===== config.mk =====
export PLATFORM = sky130hd
export DESIGN_NAME = mul_sequencer
export DESIGN_NICKNAME = d
export VERILOG_FILES = /design/src/rtl/mul_sequencer_pkg.sv /design/src/rtl/mul_sequencer.sv
export SDC_FILE = /design/constraint.sdc
export NUM_CORES = 1
export LEC_CHECK = 0
export CAP_MARGIN = 10
export CORE_MARGIN = 2
export CORE_UTILIZATION = 45
export CTS_BUF_LIST = sky130_fd_sc_hd__clkbuf_4 sky130_fd_sc_hd__clkbuf_8
export CTS_CLUSTER_DIAMETER = 30
export DETAILED_ROUTE_END_ITERATION = 7
export PLACE_DENSITY = 0.85
export SKIP_CTS_REPAIR_TIMING = 1
export SLEW_MARGIN = 20
export SYNTH_ARGS = -nofsm -noshare
export SYNTH_HDL_FRONTEND = slang
export SYNTH_SLANG_ARGS = --single-unit

===== constraint.sdc =====
create_clock -name clk -period 2.2 [get_ports clk]
set_input_delay 0.22 -clock clk [delete_from_list [all_inputs] [get_ports clk]]
set_output_delay 0.22 -clock clk [all_outputs]
set_load 0.01 [all_outputs]

===== src/rtl/mul_sequencer_pkg.sv =====
// Shared constants for the multiply sequencer and the execute-stage ALU it borrows.
package mul_sequencer_pkg;

    // ALU control encodings
    localparam logic [1:0] ALU_ADD = 2'b00;
    localparam logic [1:0] ALU_SUB = 2'b01;
    localparam logic [1:0] ALU_AND = 2'b10;
    localparam logic [1:0] ALU_ORR = 2'b11;

    // Sequencer states
    typedef enum logic [1:0] {
        IDLE = 2'd0,
        ITER = 2'd1,
        DONE = 2'd2
    } state_t;

    // Bit positions inside the 4-bit NZCV flag vector
    localparam int FLAG_N = 3;
    localparam int FLAG_Z = 2;
    localparam int FLAG_C = 1;
    localparam int FLAG_V = 0;

endpackage


===== src/rtl/mul_sequencer.sv =====
// MUL/MLA sequencer: iterative shift-add on the shared ALU add path.
// Owns the ALU and stalls the pipeline while busy; passes the pipeline's
// ALU request straight through while idle.
module mul_sequencer
    import mul_sequencer_pkg::*;
#(
    parameter int WIDTH      = 32,
    parameter bit EARLY_TERM = 1'b1
) (
    input  logic             clk,
    input  logic             reset,
    input  logic             start,
    input  logic             is_mla,
    input  logic [WIDTH-1:0] rm,
    input  logic [WIDTH-1:0] rs,
    input  logic [WIDTH-1:0] rn,
    input  logic [WIDTH-1:0] pipe_a,
    input  logic [WIDTH-1:0] pipe_b,
    input  logic [1:0]       pipe_ctrl,
    output logic [WIDTH-1:0] alu_a,
    output logic [WIDTH-1:0] alu_b,
    output logic [1:0]       alu_ctrl,
    input  logic [WIDTH-1:0] alu_result,
    output logic             busy,
    output logic             done,
    output logic [WIDTH-1:0] result,
    output logic [1:0]       nz
);

    localparam int            CW       = (WIDTH > 1) ? $clog2(WIDTH) : 1;
    localparam logic [CW-1:0] CNT_LAST = CW'(WIDTH - 1);

    state_t           state;
    logic [WIDTH-1:0] acc, mcand, mplier;
    logic [CW-1:0]    cnt;

    logic [WIDTH-1:0] acc_nxt, mplier_sh, acc_init;
    logic             iter_last;

    function automatic logic [1:0] nz_of(input logic [WIDTH-1:0] v);
        return {v[WIDTH-1], v == '0};
    endfunction

    // Per-iteration next values; the add result is only taken on a set multiplier bit
    always_comb begin
        acc_nxt   = mplier[0] ? alu_result : acc;
        mplier_sh = mplier >> 1;
        iter_last = (EARLY_TERM && (mplier_sh == '0)) || (cnt == CNT_LAST);
        acc_init  = is_mla ? rn : '0;
    end

    // ALU ownership: accumulate during ITER, pipeline pass-through otherwise
    always_comb begin
        alu_a    = pipe_a;
        alu_b    = pipe_b;
        alu_ctrl = pipe_ctrl;
        if (state == ITER) begin
            alu_a    = acc;
            alu_b    = mcand;
            alu_ctrl = ALU_ADD;
        end
    end

    // Sequencer FSM with registered busy/done/result/nz
    always_ff @(posedge clk) begin
        if (reset) begin
            state  <= IDLE;
            acc    <= '0;
            mcand  <= '0;
            mplier <= '0;
            cnt    <= '0;
            busy   <= 1'b0;
            done   <= 1'b0;
            result <= '0;
            nz     <= 2'b00;
        end else begin
            case (state)
                IDLE: begin
                    done <= 1'b0;
                    if (start) begin
                        acc    <= acc_init;
                        mcand  <= rm;
                        mplier <= rs;
                        cnt    <= '0;
                        busy   <= 1'b1;
                        if (rs == '0) begin
                            // nothing to add: the product is just the accumulate term
                            state  <= DONE;
                            done   <= 1'b1;
                            result <= acc_init;
                            nz     <= nz_of(acc_init);
                        end else begin
                            state <= ITER;
                        end
                    end
                end
                ITER: begin
                    acc    <= acc_nxt;
                    mcand  <= mcand << 1;
                    mplier <= mplier_sh;
                    cnt    <= cnt + 1'b1;
                    if (iter_last) begin
                        state  <= DONE;
                        done   <= 1'b1;
                        result <= acc_nxt;
                        nz     <= nz_of(acc_nxt);
                    end
                end
                DONE: begin
                    state <= IDLE;
                    busy  <= 1'b0;
                    done  <= 1'b0;
                end
                default: begin
                    state <= IDLE;
                    busy  <= 1'b0;
                    done  <= 1'b0;
                end
            endcase
        end
    end

endmodule


==> results of run 1 <==
metal layers:
metal | global-route usage (%) | up-vias | wire (um)
li1 | - | 4163 | -
met1 | 37.1 | 4081 | 11300
met2 | 50.7 | 471 | 13500
met3 | 7.57 | 85 | 2510
met4 | 12.8 | 0 | 1150
met5 | 0 | - | 0
sequential cells by signal (all words and copies together) (netlist names):
name    flops
done        1
nz          1
acc        32
busy        1
cnt         5
mcand      32
mplier     32
state       2
result     32
how the worst max path moves through the flow:
stage / from / endpoint / slack, ps / cells past startpoint
global route: mplier[3] / result[11] / 40 / 6
detailed placement: rs[27] / result[30] / -160 / 9
global placement: rs[22] / result[6] / -30 / 8
floorplan: cnt[0] / result[10] / 360 / 9
CTS: state[0] / alu_a[15] / -270 / 6
finish: state[0] / alu_b[31] / 140 / 8
cells in the final DEF, fill, tap and decap left out, types with 2 or more instances in the layout:
| master | Yosys | routed |
|---|---|---|
| dfxtp_4 | 0 | 2 |
| and3_1 | 2 | 2 |
| and2_1 | 2 | 2 |
| clkbuf_16 | 0 | 5 |
| nand2_1 | 256 | 255 |
| nand3_1 | 4 | 4 |
| dfxtp_1 | 138 | 135 |
| buf_4 | 8 | 30 |
| a22oi_1 | 9 | 9 |
| nor4_1 | 34 | 34 |
| a211oi_1 | 95 | 95 |
| buf_12 | 0 | 11 |
| bufinv_16 | 0 | 6 |
| buf_6 | 0 | 2 |
| mux2i_1 | 33 | 33 |
| o21ai_0 | 33 | 33 |
| ha_1 | 2 | 2 |
| or3_1 | 30 | 30 |
| clkinvlp_4 | 0 | 2 |
| dlymetal6s2s_1 | 0 | 66 |
| clkbuf_8 | 0 | 17 |
| clkinv_4 | 0 | 4 |
| nor3_1 | 9 | 9 |
| clkdlybuf4s50_1 | 0 | 232 |
| nor2_1 | 141 | 141 |
| a21oi_1 | 5 | 4 |
| nand4_1 | 8 | 8 |
| inv_1 | 6 | 5 |
| a31oi_1 | 64 | 64 |
| a311oi_1 | 32 | 32 |
| buf_16 | 0 | 2 |
where the power goes:
part | total [mW] | switching [mW] | internal (mW)
sequential | 3.05 | 0.263 | 2.78
clock | 2.51 | 1.02 | 1.48
combinational | 2.53 | 1.25 | 1.28
logic make-up (layout without fill, tap and decap cells):
| logic type | count (synthesis) | count (layout) | share of synthesized area, % |
|---|---|---|---|
| AOI/OAI and AO/OA | 244 | 244 | 23.4 |
| adders and majority gates | 2 | 2 | 0.341 |
| buffers and inverters | 105 | 386 | 6.08 |
| DFF | 138 | 138 | 37.6 |
| muxes | 34 | 34 | 4.65 |
| and+or+nand+nor | 489 | 489 | 27.9 |
critical path: stages, from the launching register on:
cell and delay, ps:
dfxtp_4 380, nor2b_4 230, buf_12 160, buf_4 110, buf_4 100, buf_6 130, nand2_1 70, nand2_1 50
dlymetal6s2s_1 160
cell type report:
cell class                 count  area share (%)
clock buffer                  18            2.10
clock inverter                14            2.12
inverter                       6           0.196
multi-input combinational    769            36.2
sequential                   138            24.1
tap                          216            2.35
timing repair buffer         348            33.0
==> run summary, run 1 <==
Yosys reg bits: 138
setup violators final: 0
Worst EP required: 1980 ps
TritonRoute pass-1 iters: 6
Mean Syn Cell Area: 7.26 um^2
layout cells sized above 1: 7.27%
Fill cells: 1229
Clock Sinks: 138
number of global-route vias before repair: 8129
CP arrival: 1840 ps
EDFF count, synth: 0
fin nets: 1480
worst r2r src: cnt[0]
Crit Path Max Fanout: 10
Worst-Skew Late Latency: 440 ps
hold slack final: 279 ps
CP Launch Type: flip-flop
Final Non-Filler Cells: 1509
Post-Place Setup Slack: -157 ps
status: finished clean
Cell Rows: 46
die width: 132 um
clk_skew: 11.5 ps
fin area: 11500 um^2
Least-Margin Pin Slew: 635 ps
DRC: 0
via-per-instance ratio: 5.83
main flop type after synthesis: dfxtp_1
Post-Route Setup TNS: 0 ps
die area: 17400 um^2
CTS H-tree depth: 4
IO Port Bufs: 299
reported max-cap violation count: 0
CTS root buffer: clkbuf_8
Num CTS Buffers: 17
n_diodes: 0
Final Wtd Congestion: 0.909
Max-slew headroom: 57.7%
Pleak: 5.12 nW
reg2reg end: result[3]
Inst Count DP: 1464
P per Cell Area: 702 nW/um^2
core region area: 15900 um^2
Max Fclk: 486 MHz
Fin. Hold Viols: 0
Die Span Y: 132 um
Synthesis Warnings: 0
dpl hpwl: 20100 um
initial core utilization: 46.1%
Worst setup EP type: output port
most frequent cell after synthesis: nand2_1
Tot Pwr: 8.09 mW
mapped cell area: 7340 um^2
final slew viol count: 0
Multi-input gate area: 4170 um^2
Min-Delay Path Depth: 2
antenna violations before repair: 0
hold_sp: reset
total track usage: 30.3%
Via Count: 8800
fraction of registers with async set/reset: 0%
Clock Tree Buf Depth: 2
FF+latch area: 2770 um^2
minimum clock period after layout: 2060 ps
Clock transition at path regs: 80 ps
share of the synthesized area in the top cell type: 37.6%
post-synthesis sequential area ratio: 37.6%
Cells after Synth: 1012
largest area contributor in the netlist: dfxtp_1
largest net degree at the start of global routing: 74
first-pass GRT wire length: 42900 um
Layout area overhead: 56.8%
area post-placement: 10600 um^2
wire per inst: 18.9 um
r2r setup slk: 220 ps
Synth cell types: 33
VDD IR-drop max: 0.000432 V
hold endpoint: mplier[31]
num ports: 300
Setup WS post-layout: 144 ps
CTS tree: built
Mapped Nets: 1212
initial DRC count: 761
RSZ-0062 raised after global routing: false
Detailed Route WL: 28500 um
Post-synth top cells: nand2_1 (256), nor2_1 (141), dfxtp_1 (138)
Congestion Overflow GR: 0
Area contributors post-synth: dfxtp_1 (38%), nand2_1 (13%), a211oi_1 (9.7%), nor2_1 (7.2%), a31oi_1 (5.5%)
Crit Path Class: flip-flop to output port
R2R cell count: 8
Final period util: 93.5%
final design utilization: 72.2%
Post-DRT Antenna Nets: 0
worst min path class: input port to flip-flop
Note: power is estimated with default switching activity, not from simulation.
==> run 2: changes to the inputs <==
- CTS_CLUSTER_SIZE: not set -> 24
==> results of run 2 <==
No change in the layout: final DEF, timing and power equal those of run 1.
==> run 3: changes to the inputs <==
- CELL_PAD_IN_SITES_DETAIL_PLACEMENT: not set -> 1
- CELL_PAD_IN_SITES_GLOBAL_PLACEMENT: not set -> 1
- CORE_UTILIZATION: 45 -> 31
- REMOVE_ABC_BUFFERS: not set -> 1
- clock period: 2.2 -> 2.11 ns (I/O delays scaled with it)
==> run 3 against run 2 <==
  * The flow now finishes with violations (setup timing)
  * Final cell count grew 7.1%
  * Sequential power grew 4%
  * Utilization shrank 22 points
  * Register-to-register slack lost 130 ps
  * Global-route usage shrank 6.4 points
  * Clock power is essentially flat
  * Clock skew is essentially flat
  * Worst hold slack lost 3.3 ps
  * Power grew 3.6%
==> run summary, run 3 (synthesized netlist as in run 1, its figures left out) <==
P per Cell Area: 720 nW/um^2
Fin. Hold Viols: 0
Via Count: 8839
RSZ-0062 raised after global routing: true
IO Port Bufs: 299
via-per-instance ratio: 5.47
Pleak: 5.09 nW
most frequent cells in the layout: nand2_1 (255), clkdlybuf4s50_1 (234), nor2_1 (140), dfxtp_1 (136), a211oi_1 (91)
Num CTS Buffers: 17
Clock transition at path regs: 80 ps
Clock Sinks: 138
Crit Path Class: flip-flop to output port
CTS H-tree depth: 4
DRC: 0
largest net degree at the start of global routing: 67
fin area: 11600 um^2
core region area: 23300 um^2
Setup WS post-layout: -58.7 ps
initial core utilization: 31.5%
cell family with most CP delay: buffers and inverters
Worst-Skew Late Latency: 450 ps
Final period util: 103%
Final Wtd Congestion: 0.855
Post-DRT Antenna Nets: 0
Detailed Route WL: 31600 um
Crit Path Max Fanout: 8
die area: 24900 um^2
Clock Tree Buf Depth: 2
total track usage: 23.9%
slowest library cell on the worst path: clkdlybuf4s50_1
dpl hpwl: 22200 um
CTS tree: built
area post-placement: 10800 um^2
TritonRoute pass-1 iters: 6
Worst EP required: 1900 ps
wire per inst: 19.6 um
VDD IR-drop max: 0.000367 V
cell repeated most along the worst path: nand2_1
final slew viol count: 0
Max-slew headroom: 56.3%
first-pass GRT wire length: 47000 um
Tot Pwr: 8.38 mW
initial DRC count: 500
CP arrival: 1960 ps
Worst setup EP type: output port
clk_skew: 11.4 ps
Layout area overhead: 58.5%
die width: 158 um
setup violators final: 2
minimum clock period after layout: 2170 ps
fin nets: 1482
Least-Margin Pin Slew: 655 ps
CTS root buffer: clkbuf_8
most common cell after layout, fill and taps aside: nand2_1
antenna violations before repair: 2
Max Fclk: 461 MHz
CP Launch Type: flip-flop
Die Span Y: 158 um
Cell Rows: 56
Congestion Overflow GR: 0
max incr delay on CP: 530 ps
Critical path buffers and inverters: 4
worst min path class: input port to flip-flop
layout cells sized above 1: 7.72%
num ports: 300
failing checks: setup timing
reported max-cap violation count: 0
cells along the critical path: buf_4 > nand2b_4 > buf_6 > clkbuf_16 > nand2_1 > nand2_1 > clkdlybuf4s50_1
status: finished, violations left
number of global-route vias before repair: 8695
hold slack final: 275 ps
## run 3: path summary, 6_finish.rpt
kind / cells after the start / slack (ps) / start / to
setup / recovery: 7 / -60 / state[0] / alu_a[27]
hold / removal: 2 / 280 / reset / mplier[31]
setup reg to reg: 8 / 90 / cnt[0] / result[1]
hold reg to reg: 2 / 500 / mplier[1] / mplier[0]
## run 3: per-stage QoR
step	cells	utilization [%]	setup WS (ps)	setup TNS (ps)
3_3_place_gp	1570	46.2	-226	-6740
2_1_floorplan	913	-	-5510	-774500
4_1_cts	1602	48.2	-257	-11950
6_report	1616	49.9	-58.7	-83.0
5_1_grt	1616	49.9	-182	-357
3_5_place_dp	1570	46.2	-284	-8110
## run 3: layout make-up
class                           count  area (um^2)
Antenna cell                        2         5.00
Clock buffer                       23          304
Clock inverter                      9          161
Fill cell                        2819        11700
Inverter                            6         22.5
Multi-Input combinational cell    769         4200
Sequential cell                   138         2770
Tap cell                          319          399
Timing Repair Buffer              350         3790
## run 3: routing by layer
layer / GRT usage (%) / share of wire (%)
met5: 0 / 0
met3: 4.90 / 5.3
met4: 7.66 / 2.3
met2: 40.8 / 49
met1: 30.0 / 43
## run 3: report_power, final
part           internal (mW)  switching, mW
logic                   1.33           1.35
registers               2.90          0.270
clock network           1.45           1.08
